[src/rtl/sound_scheduler.sv]
// Shares one sound generator between bad-collision, good-collision and direction events.
// Requests are latched, granted one at a time by fixed priority, and played as timed tones.
module sound_scheduler #(
  parameter int DUR_GOOD = 25,
  parameter int DUR_BAD  = 50,
  parameter int DUR_DIR  = 5,
  parameter int GAP_CYC  = 2,
  parameter int CNT_W    = 8
) (
  input  logic       clk,
  input  logic       nRst_i,
  input  logic       button_i,
  input  logic       goodColl_i,
  input  logic       badColl_i,
  input  logic [3:0] direction_i,
  output logic       playSound,
  output logic [1:0] tone_o,
  output logic       mode_o,
  output logic       busy_o
);

  // state | meaning
  // IDLE  | nothing playing, waiting for a pending request
  // PLAY  | generator enabled, counting down the tone duration
  // GAP   | enforced silence between consecutive tones
  typedef enum logic [1:0] {S_IDLE, S_PLAY, S_GAP} state_t;

  localparam logic [1:0] TONE_NONE = 2'b00;
  localparam logic [1:0] TONE_GOOD = 2'b01;
  localparam logic [1:0] TONE_BAD  = 2'b10;
  localparam logic [1:0] TONE_DIR  = 2'b11;

  localparam logic [CNT_W-1:0] LD_GOOD = CNT_W'(DUR_GOOD - 1);
  localparam logic [CNT_W-1:0] LD_BAD  = CNT_W'(DUR_BAD - 1);
  localparam logic [CNT_W-1:0] LD_DIR  = CNT_W'(DUR_DIR - 1);
  localparam logic [CNT_W-1:0] LD_GAP  = CNT_W'(GAP_CYC - 1);

  state_t           r_state;
  logic [CNT_W-1:0] r_cnt;
  logic             r_btn_prev, r_good_prev, r_bad_prev;
  logic [3:0]       r_dir_prev;
  logic             r_pend_good, r_pend_bad, r_pend_dir;

  state_t           w_state_nxt;
  logic [CNT_W-1:0] w_cnt_nxt;
  logic             w_play_nxt;
  logic [1:0]       w_tone_nxt;
  logic             w_grant;
  logic             w_clr_good, w_clr_bad, w_clr_dir;

  logic w_btn_rise, w_good_ev, w_bad_ev, w_dir_ev, w_active, w_any_pend;

  assign w_btn_rise = button_i & ~r_btn_prev;
  assign w_good_ev  = goodColl_i & ~r_good_prev;
  assign w_bad_ev   = badColl_i & ~r_bad_prev;
  assign w_dir_ev   = (direction_i != 4'b0000) && (direction_i != r_dir_prev);
  // The edge that turns the mode off already behaves as OFF
  assign w_active   = mode_o & ~w_btn_rise;
  assign w_any_pend = r_pend_good | r_pend_bad | r_pend_dir;

  always_comb begin
    w_state_nxt = r_state;
    w_cnt_nxt   = r_cnt;
    w_play_nxt  = playSound;
    w_tone_nxt  = tone_o;
    w_grant     = 1'b0;
    w_clr_good  = 1'b0;
    w_clr_bad   = 1'b0;
    w_clr_dir   = 1'b0;
    if (!w_active) begin
      w_state_nxt = S_IDLE;
      w_cnt_nxt   = '0;
      w_play_nxt  = 1'b0;
      w_tone_nxt  = TONE_NONE;
    end else begin
      case (r_state)
        S_IDLE: w_grant = w_any_pend;
        S_PLAY: begin
          if ((tone_o != TONE_BAD) && r_pend_bad) begin
            w_grant = 1'b1;
          end else if (r_cnt == '0) begin
            w_state_nxt = S_GAP;
            w_play_nxt  = 1'b0;
            w_tone_nxt  = TONE_NONE;
            w_cnt_nxt   = LD_GAP;
          end else begin
            w_cnt_nxt = r_cnt - CNT_W'(1);
          end
        end
        S_GAP: begin
          if (r_cnt == '0) begin
            if (w_any_pend) w_grant = 1'b1;
            else            w_state_nxt = S_IDLE;
          end else begin
            w_cnt_nxt = r_cnt - CNT_W'(1);
          end
        end
        default: w_state_nxt = S_IDLE;
      endcase
      if (w_grant) begin
        w_state_nxt = S_PLAY;
        w_play_nxt  = 1'b1;
        if (r_pend_bad) begin
          w_clr_bad  = 1'b1;
          w_tone_nxt = TONE_BAD;
          w_cnt_nxt  = LD_BAD;
        end else if (r_pend_good) begin
          w_clr_good = 1'b1;
          w_tone_nxt = TONE_GOOD;
          w_cnt_nxt  = LD_GOOD;
        end else begin
          w_clr_dir  = 1'b1;
          w_tone_nxt = TONE_DIR;
          w_cnt_nxt  = LD_DIR;
        end
      end
    end
  end

  always_ff @(posedge clk or negedge nRst_i) begin
    if (!nRst_i) begin
      r_state     <= S_IDLE;
      r_cnt       <= '0;
      r_btn_prev  <= 1'b0;
      r_good_prev <= 1'b0;
      r_bad_prev  <= 1'b0;
      r_dir_prev  <= 4'b0000;
      r_pend_good <= 1'b0;
      r_pend_bad  <= 1'b0;
      r_pend_dir  <= 1'b0;
      playSound   <= 1'b0;
      tone_o      <= TONE_NONE;
      mode_o      <= 1'b1;
      busy_o      <= 1'b0;
    end else begin
      r_btn_prev  <= button_i;
      r_good_prev <= goodColl_i;
      r_bad_prev  <= badColl_i;
      r_dir_prev  <= direction_i;
      mode_o      <= mode_o ^ w_btn_rise;
      // A new event on the grant edge re-arms the request it just consumed
      r_pend_good <= w_active & ((r_pend_good & ~w_clr_good) | w_good_ev);
      r_pend_bad  <= w_active & ((r_pend_bad  & ~w_clr_bad)  | w_bad_ev);
      r_pend_dir  <= w_active & ((r_pend_dir  & ~w_clr_dir)  | w_dir_ev);
      r_state     <= w_state_nxt;
      r_cnt       <= w_cnt_nxt;
      playSound   <= w_play_nxt;
      tone_o      <= w_tone_nxt;
      busy_o      <= (w_state_nxt != S_IDLE);
    end
  end

endmodule

[config.mk]
export PLATFORM = sky130hd
export DESIGN_NAME = sound_scheduler
export DESIGN_NICKNAME = d
export VERILOG_FILES = /design/src/rtl/sound_scheduler.sv
export SDC_FILE = /design/constraint.sdc
export NUM_CORES = 1
export LEC_CHECK = 0
export ABC_CLOCK_PERIOD_IN_PS = 2550
export BUFFER_PORTS_ARGS = -buffer_cell sky130_fd_sc_hd__buf_4
export CAP_MARGIN = 20
export CELL_PAD_IN_SITES_DETAIL_PLACEMENT = 0
export CELL_PAD_IN_SITES_GLOBAL_PLACEMENT = 1
export CORE_ASPECT_RATIO = 0.8
export CORE_MARGIN = 3
export CORE_UTILIZATION = 45
export DETAILED_ROUTE_END_ITERATION = 16
export PLACE_DENSITY = 0.9
export RECOVER_POWER = 25
export SYNTH_ARGS = -nofsm -noshare
export SYNTH_HDL_FRONTEND = slang
export SYNTH_SLANG_ARGS = --single-unit
export TNS_END_PERCENT = 10
[constraint.sdc]
create_clock -name clk -period 2.55 [get_ports clk]
set_clock_uncertainty 0.15 [all_clocks]
set_input_delay 0.255 -clock clk [delete_from_list [all_inputs] [get_ports clk]]
set_output_delay 0.255 -clock clk [all_outputs]
set_load 0.05 [all_outputs]
* Word-level counts from Yosys, hierarchy flattened *
Cells that the tools add are included.

word-level totals
  output and inout bits = 5
  bits in writable memories = 0
  bits in latches = 0
  memories = 0
  logic and storage cells = 98
  bits of input ports = 9
  memory bits (read-only) = 0
  flip-flop bits (word level) = 25

operators by class
  reductions and logical operators = 8
  bitwise logic cells = 23
  multiply operators = 0
  $add $sub $neg = 1
  eq/ne operators = 10
  $lt $le $gt $ge = 0
  shifts and indexed selects = 0
  div/mod/pow operators = 0
  muxes and demuxes = 43

operator list
  operator                                             number
  two-way mux 8 bit                                    5
  two-way mux 2 bit                                    13
  two-way mux 1 bit                                    20
  case mux 8 bit (2 select lines)                      1
  AND 1 bit                                            10
  zero test 8 bit                                      1
  != test 4 bit, second input constant                 2
  subtractor 8 x 1 -> 8 bit, second input constant     1
  inverter 1 bit                                       7
  two-way mux 6 bit                                    1
  != test 3 x 1 -> 1 bit, second input constant        2
  case mux 2 bit (3 select lines)                      1
  AND reduction 3 bit                                  2
  two-way mux 5 bit                                    1
  bitwise OR 1 bit                                     5
  != test 4 x 1 -> 1 bit, second input constant        1
  != test 4 bit                                        1
  nonzero test 4 bit                                   1
  != test 3 x 2 -> 1 bit, second input constant        1
  case mux 1 bit (3 select lines)                      1
  equality test 2 x 1 -> 1 bit, second input constant  1
  equality test 2 bit, second input constant           1
  logical AND 1 bit                                    2
  zero test 2 bit                                      1
  other kinds (3)                                      3

* Longest topological paths before layout *
Gate-level depths: netlist (run 1).

  depth in word-level cells = 12
  depth in mapped cells = 8
  mapped depth without buffers = 7

* Worst setup path after synthesis (run 1) *
OpenSTA, ideal clock, no wires.

  path type = register -> register
  start point = register r_cnt[1]
  end point = register r_cnt[3]
  cell stages (with the launch flop) = 8
  library setup time = 0.121 ns
  arrival = 1.923 ns
  data required time = 2.279 ns
  clock period less this slack = 2.194 ns
  setup slack = 0.356 ns
  path buffers = 0
  cell sequence = dfrtp_1 > inv_1 > ha_1 > nor3b_1 > nand2_2 > o31ai_4 > mux2_4 > a22o_1

between the ends
  longest elaborated chain between the ends = 6
  elaborated cells between the ends (all ways) = 15
  classes of those cells = add/sub (1); eq/ne (3); mux (9); reduce/logical (2)

RTL lines
  element                                                                      RTL line  RTL
  start, declared                                                              39        logic [CNT_W-1:0] r_cnt;
  start signal, assigned                                                       146       r_cnt <= w_cnt_nxt;
  subtractor 8 x 1 -> 8 bit / zero test 8 bit (equally long branches)          --
  two-way mux 8 bit / two-way mux 1 bit (equally long branches)                81, 91
  two-way mux 8 bit / case mux 1 bit (3 select lines) (equally long branches)  79, 76
  case mux 8 bit (2 select lines) / two-way mux 1 bit (equally long branches)  76, 70
  two-way mux 8 bit (tied with other cells)                                    100       if (w_grant) begin
  two-way mux 8 bit / AND reduction 3 bit (equally long branches)              --

Several ways; a longest one is shown, not always the timed one. The select of a mux whose other input is x is not followed.
A chain may end at the register's enable or synchronous reset.

* Final worst setup path (run 1) *
  start point = register r_cnt[0]
  end point = register r_cnt[3]

The elaborated chain is that of the path after synthesis.

==> results of run 1 <==
## repair_timing
item | CTS | global route
hold buffers | 8 | 0
hold endpoints to repair | 31 | 0
setup endpoints to repair | 0 | 1
gates resized for setup | 0 | 1
## through the flow
step                      power (mW)   util  instances  hold slack (ps)  instance area, µm²
after global placement          1.89  0.534        185             24.5                1510
after detailed placement        1.91  0.534        185             28.1                1510
after global routing            2.33  0.579        197              395                1640
final                           2.16  0.579        197              371                1640
after CTS                       2.15  0.579        197              286                1640
after floorplan                 1.61      -        135             -191                1370
## worst max-delay path by stage
stage          depth (start not counted)        to  slack (ps)
2_1_floorplan                          7  r_cnt[3]         360
4_1_cts                                7  r_cnt[3]         120
6_report                               7  r_cnt[3]         260
5_1_grt                                7  r_cnt[3]         110
3_5_place_dp                           7  r_cnt[3]         150
3_3_place_gp                           7  r_cnt[3]         250
## registers in the layout, summed over array words and instances (netlist names), 2 cells and up
register    flops
r_cnt           8
r_dir_prev      4
r_state         2
tone_o          2
## per-layer routing
metal  track usage  up-vias  share of wire
li1              -      538              -
met1         0.256      533           0.49
met2         0.230       24           0.45
met3        0.0447        2          0.050
met4        0.0376        0         0.0080
met5             0        -              0
## logic make-up after synthesis
| family | share of synthesized area |
|---|---|
| AO/OA/AOI/OAI | 0.200 |
| XOR/XNOR | 0.0255 |
| adder cells (fa/ha/maj) | 0.0274 |
| buffers and inverters | 0.0374 |
| flip-flops | 0.457 |
| multiplexers | 0.0109 |
| AND/OR/NAND/NOR | 0.242 |
## cell type report
class                   instances  area share
clock buffers                   4      0.0275
flip-flops and latches         25       0.383
repair buffers                 23       0.115
inverters                       8      0.0183
well taps                      38      0.0290
multi-input cells              99       0.427
## power breakdown
part / switching [mW] / internal (mW) / leakage (nW) / total, mW
Clock: 0.114 / 0.111 / 0.0228 / 0.225
Sequential: 0.132 / 0.513 / 0.318 / 0.645
Combinational: 0.762 / 0.524 / 0.382 / 1.29
Total: 1.01 / 1.15 / 0.723 / 2.16
## synthesized netlist by cell type, types with 2 or more instances
master | n | area [µm²]
dfrtp_1 | 24 | 601
nand2_1 | 10 | 37.5
nor2_1 | 9 | 33.8
inv_1 | 8 | 30.0
a21oi_1 | 7 | 35.0
nand2b_1 | 7 | 43.8
o21ai_0 | 7 | 35.0
and2_1 | 4 | 25.0
nor3_1 | 4 | 20.0
nor4_1 | 4 | 25.0
xor2_1 | 4 | 35.0
a22o_1 | 3 | 26.3
ha_1 | 3 | 37.5
o2bb2ai_1 | 3 | 26.3
buf_2 | 2 | 10.0
nand3b_1 | 2 | 15.0
nor2b_1 | 2 | 12.5
o22ai_1 | 2 | 12.5
o31ai_1 | 2 | 15.0
or3_1 | 2 | 12.5
## worst max-delay path, delay by kind of cell (launching register included)
| kind | cells | cell delay [ps] |
|---|---|---|
| muxes | 1 | 330 |
| AOI/OAI and AO/OA | 2 | 560 |
| buffers and inverters | 1 | 120 |
| adders and majority gates | 1 | 150 |
| and+or+nand+nor | 2 | 480 |
| DFF | 1 | 400 |
==> results.cfg, run 1 <==
[run_status]
outcome = finished clean

[yosys]
syn_nets = 147
synth_flop_cell = dfrtp_1
synth-edff-count = 0
syn_avg_cell_area_um2 = 10.2
synth-seq-cells = 25
ys_warn_count = 0
syn_area_mm2 = 0.00137
ys_seq_area_frac = 0.457
ys_types = 46
synth_cells = 135
synthArstFlopShare = 1.00

[cells_and_area]
nets = 172
drive_gt1_frac = 0.182
layout_commonest_cell = dfrtp_1
fill_cells = 243
multi_input_area_um2 = 699
n_antenna_cell = 0
register_area_um2 = 627
final_cell_mix = dfrtp_1, buf_4, nand2_1
area_growth_pct = 19.3

[clocking]
cts_buffer_depth = 2
cts-htree-levels = 1
cts_tree = yes
cts_sinks = 25
cts_setup_buffers = 0
cts_root_buffer = clkbuf_8
clk_latency_ps = 260
cts_buffers = 3
clk_pin_slew_worst_paths_ps = 80

[drt]
first_pass_iters = 4
drtIter0Drc = 68
drc = 0
vias = 1097
wl_per_cell_um = 14.7
totalWireLength_um = 2890
vias_per_cell = 5.57
ant_nets = 0

[min_path]
min_path_type = flop to flop
hold_path_end = playSound
worstHoldPathCells = 1
min-delay-start = playSound

[floorplan]
core_area_mm2 = 0.00283
dieWidth_um = 67.7
die_area_mm2 = 0.00375
ios = 14
start_util = 0.485
row_count = 17
die-height_um = 55.4

[setup_path]
slowest_stage = dfrtp_1
end_kind = flop
reg2reg_from = r_cnt[0]
ff2ff_setup_slack_ps = 260
max_stage_delay_ps = 400
crit_chain = inv_1 > ha_1 > nor3b_2 > nand2_2 > o31ai_4 > mux2_4 > a22o_1
critPathMaxFanout = 6
critPathRequiredTime_ps = 2550
startpoint = r_cnt[0]
ff2ff_path_depth = 7
r2r-end = r_cnt[3]
critPathKind = flop to flop
cp.arrival_ps = 2290
start_kind = flop

[placement]
gp_congestion = 0.874
portBuffers = 13
place_hpwl_um = 2110
pre_cts_slack_ps = 149

[global_route]
grt_pass1_wl_um = 4840
overflow = 0
grt_pass1_vias = 1045
antenna_found_initial = 0
grt.total_usage = 0.167
grt_max_degree = 26

[sta]
worstMarginPinSlew_ps = 1320
setup_viol = 0
rsz0062_at_grt = false
drv_slew = 0
period_minus_slack_ps = 2290
relSlewSlack = 0.118
hold_violations = 0
fmax_mhz = 437
finalCritPeriodShare = 0.897
finalSetupTns_ps = 0
setup_ws_ps = 262

[power]
power.density_mw_per_mm2 = 1320
p_leak_nw = 0.723
vdd_drop_max_uv = 654

[job]
maxCapViolCount = 0
Power figures use the tool's default switching activity.
==> run 2: changes to the inputs <==
Settings changed: CELL_PAD_IN_SITES_DETAIL_PLACEMENT 0 to 1, TNS_END_PERCENT 10 to 30.
==> run 2 against run 1 <==
  * Via count increased by 6.9%
  * Flip-flop and latch count unchanged
  * Critical endpoint unchanged
  * Clock-buffer cell count stayed put
  * Largest power group unchanged
==> results.cfg, run 2 (synthesized netlist as in run 1, its figures left out) <==
[placement]
place_hpwl_um = 2670
portBuffers = 13
placedCellCount = 185
pre_cts_slack_ps = 115
gp_congestion = 0.874

[sta]
drv_slew = 0
hold_violations = 0
fmax_mhz = 419
setup_viol = 0
period_minus_slack_ps = 2390
finalSetupTns_ps = 0
relSlewSlack = 0.109
hold_slack_ps = 368
setup_ws_ps = 161
worstMarginPinSlew_ps = 1340
finalCritPeriodShare = 0.937
rsz0062_at_grt = false

[floorplan]
start_util = 0.485
die-height_um = 55.4
ios = 14
die_area_mm2 = 0.00375
core_area_mm2 = 0.00283
row_count = 17
dieWidth_um = 67.7

[drt]
ant_nets = 0
vias = 1173
first_pass_iters = 4
totalWireLength_um = 3830
drtIter0Drc = 57
drc = 0
wl_per_cell_um = 19.4
vias_per_cell = 5.95

[cells_and_area]
top_register = r_cnt
largest_register_ffs = 8
final_cell_mix = dfrtp_1, buf_4, nand2_1
n_antenna_cell = 0
area_growth_pct = 19.3
fin_cells = 197
nets = 172
reg_top3 = r_cnt: 8 flops, r_dir_prev: 4 flops
layout_commonest_cell = dfrtp_1
drive_gt1_frac = 0.182
fill_cells = 314

[run_status]
outcome = finished clean

[clocking]
cts_buffer_depth = 2
clk_latency_ps = 260
cts-htree-levels = 1
cts_sinks = 25
clk_pin_slew_worst_paths_ps = 80
cts_root_buffer = clkbuf_8
cts_buffers = 3
cts_tree = yes

[setup_path]
critPathMaxFanout = 6
critPathRequiredTime_ps = 2560
start_kind = flop
cp.arrival_ps = 2400
critPathKind = flop to flop
end_kind = flop

[global_route]
overflow = 0
antenna_found_initial = 0
grt_max_degree = 26
grt.total_usage = 0.234
grt_pass1_wl_um = 6600
grt_pass1_vias = 1294

[power]
p_leak_nw = 0.723
vdd_drop_max_uv = 798
finalPower_mw = 2.26
power.density_mw_per_mm2 = 1380

[job]
maxCapViolCount = 0

[min_path]
min_path_type = flop to flop
-- run 2: cell counts in the layout (fill, tap and decap cells not counted) --
Identical to the previous run, type by type.
-- run 2: worst max-delay path: stages (launching register included) --
cell and delay, ps:
dfrtp_1 410, inv_1 120, ha_1 170, nor3b_2 330
nand2_2 190, o31ai_4 390, mux2_4 330, a22o_1 180
-- run 2: timing repair --
action / CTS / global route
hold buffers: 8 / 0
resized for setup: 1 / 0
endpoints found under the setup margin: 1 / 0
hold endpoints to repair: 31 / 0
setup buffers: 0 / 0
-- run 2: layout make-up --
class / count / area, µm² / area share
repair buffers: 23 / 189 / 0.115
inverters: 8 / 30.0 / 0.0183
multi-input cells: 99 / 699 / 0.427
well taps: 38 / 47.5 / 0.0290
clock buffers: 4 / 45.0 / 0.0275
flip-flops and latches: 25 / 627 / 0.383
-- run 2: per-stage QoR --
stage | cell area, µm² | utilization
6_report | 1640 | 0.579
5_1_grt | 1640 | 0.579
4_1_cts | 1640 | 0.580
3_5_place_dp | 1510 | 0.534
3_3_place_gp | 1510 | 0.534
2_1_floorplan | 1370 | -
-- run 2: worst paths after layout --
| kind | from | end | cells past startpoint | slack [ps] |
|---|---|---|---|---|
| hold / removal | playSound | playSound | 1 | 370 |
| max in group asynchronous | nRst_i | r_pend_bad | 2 | 810 |
| setup / recovery | r_cnt[0] | r_cnt[3] | 7 | 160 |
| setup reg to reg | r_cnt[0] | r_cnt[3] | 7 | 160 |
| hold reg to reg | playSound | playSound | 1 | 370 |
| min in group asynchronous | nRst_i | r_cnt[6] | 2 | 660 |
-- run 2: routing by layer --
metal  part of all wire  global-route usage  wire length [µm]  up-vias
met3              0.043              0.0589               164       14
li1                   -                   -                 -      537
met2               0.51               0.381              1940       37
met5                  0                   0                 0        -
met4              0.037              0.0838               140        0
met1               0.41               0.294              1580      585
-- run 2: power by group --
| part | internal [mW] | switching (mW) | total (mW) |
|---|---|---|---|
| combinational | 0.528 | 0.851 | 1.38 |
| clock | 0.112 | 0.119 | 0.230 |
| sequential | 0.513 | 0.142 | 0.655 |
==> run 3: changes to the inputs <==
Settings changed: BUFFER_PORTS_ARGS -buffer_cell sky130_fd_sc_hd__buf_4 to -buffer_cell sky130_fd_sc_hd__buf_2.
==> run 3 against run 2 <==
  * Die area unchanged
  * Critical path depth unchanged
  * Final area down 2.2%
  * Hold slack better by 1.4 ps
  * Fmax up 0.52%
  * Via count down 1.8%
  * Flip-flop and latch count unchanged
  * Core utilization down 1.3 points
  * Wire length down 3.2%
  * Combinational power down 4%
  * Largest power group unchanged
  * Setup slack better by 12 ps
  * Global-route usage down 0.68 points
==> results.cfg, run 3 (synthesized netlist as in run 1, its figures left out) <==
[setup_path]
end_kind = flop
start_kind = flop
cp.arrival_ps = 2390
critPathKind = flop to flop
critPathRequiredTime_ps = 2570
critPathMaxFanout = 6

[power]
p_leak_nw = 0.701
vdd_drop_max_uv = 648
power.density_mw_per_mm2 = 1390
finalPower_mw = 2.22

[run_status]
outcome = finished clean

[clocking]
cts_buffer_depth = 2
cts-htree-levels = 1
cts_sinks = 25
cts_buffers = 3
cts_tree = yes
clk_latency_ps = 270
cts_setup_buffers = 0
cts_root_buffer = clkbuf_8
clk_pin_slew_worst_paths_ps = 80

[placement]
gp_congestion = 0.902
place_hpwl_um = 2670
portBuffers = 13

[sta]
fmax_mhz = 421
drv_slew = 0
finalCritPeriodShare = 0.932
relSlewSlack = 0.0958
hold_violations = 0
worstMarginPinSlew_ps = 1360
finalSetupTns_ps = 0
rsz0062_at_grt = false
period_minus_slack_ps = 2380
setup_viol = 0

[min_path]
min_path_type = flop to flop

[cells_and_area]
register_area_um2 = 627
layout_commonest_cell = dfrtp_1
multi_input_area_um2 = 699
nets = 172
fill_cells = 328
drive_gt1_frac = 0.151
area_growth_pct = 16.7
final_cell_mix = dfrtp_1, nand2_1, nor2_1
top_register = r_cnt
n_antenna_cell = 0
largest_register_ffs = 8
reg_top3 = r_cnt: 8 flops, r_dir_prev: 4 flops

[global_route]
grt.total_usage = 0.227
grt_max_degree = 26
antenna_found_initial = 0
grt_pass1_vias = 1223
overflow = 0
grt_pass1_wl_um = 6340

[drt]
drtIter0Drc = 44
vias_per_cell = 5.85
ant_nets = 0
totalWireLength_um = 3700
drc = 0
vias = 1152
wl_per_cell_um = 18.8
first_pass_iters = 4

[floorplan]
row_count = 17
start_util = 0.485
ios = 14
core_area_mm2 = 0.00283
die_area_mm2 = 0.00375
dieWidth_um = 67.7
die-height_um = 55.4

[job]
maxCapViolCount = 0
==> run 3: worst paths after layout <==
kind | start | endpoint | slack, ps | cells past startpoint
max | r_cnt[1] | r_cnt[3] | 170 | 7
min | playSound | playSound | 370 | 1
min reg2reg | playSound | playSound | 370 | 1
max in group asynchronous | nRst_i | r_cnt[6] | 800 | 2
max reg2reg | r_cnt[1] | r_cnt[3] | 170 | 7
min in group asynchronous | nRst_i | busy_o | 660 | 2
==> run 3: what timing repair did <==
action	CTS	global route
hold endpoints to repair	31	0
hold buffers	8	0
gates resized for setup	0	1
endpoints found under the setup margin	0	7
==> run 3: routing by layer <==
metal | track usage | share of wire
met1 | 0.316 | 0.45
met2 | 0.341 | 0.49
met3 | 0.0549 | 0.035
met4 | 0.0751 | 0.024
met5 | 0 | 0
==> run 3: final cells by class <==
class	instances	share of cell area
clock buffer	3	0.0258
inverter	8	0.0187
clock inverter	1	0.00312
tap	38	0.0297
sequential	25	0.391
timing repair buffer	23	0.0945
multi-input combinational	99	0.437
==> run 3: through the flow <==
stage	hold WS, ps	utilization	setup slack, ps	cells	cell area (µm²)
after floorplan	-191	-	356	135	1370
after detailed placement	123	0.523	30.8	185	1480
after global placement	120	0.523	247	185	1480
after global routing	399	0.566	27.8	197	1600
final	370	0.566	174	197	1600
after CTS	368	0.567	9.03	197	1610
==> run 3: worst max-delay path, cell delays in order, from the launching register on <==
cell	delay, ps
dfrtp_1	410
inv_1	120
ha_1	160
nor3b_2	300
nand2_2	190
o31ai_4	410
mux2_4	350
a22o_1	180
==> run 3: report_power, final <==
part / internal (mW) / switching (mW)
registers: 0.513 / 0.139
logic: 0.503 / 0.832
clock network: 0.109 / 0.125
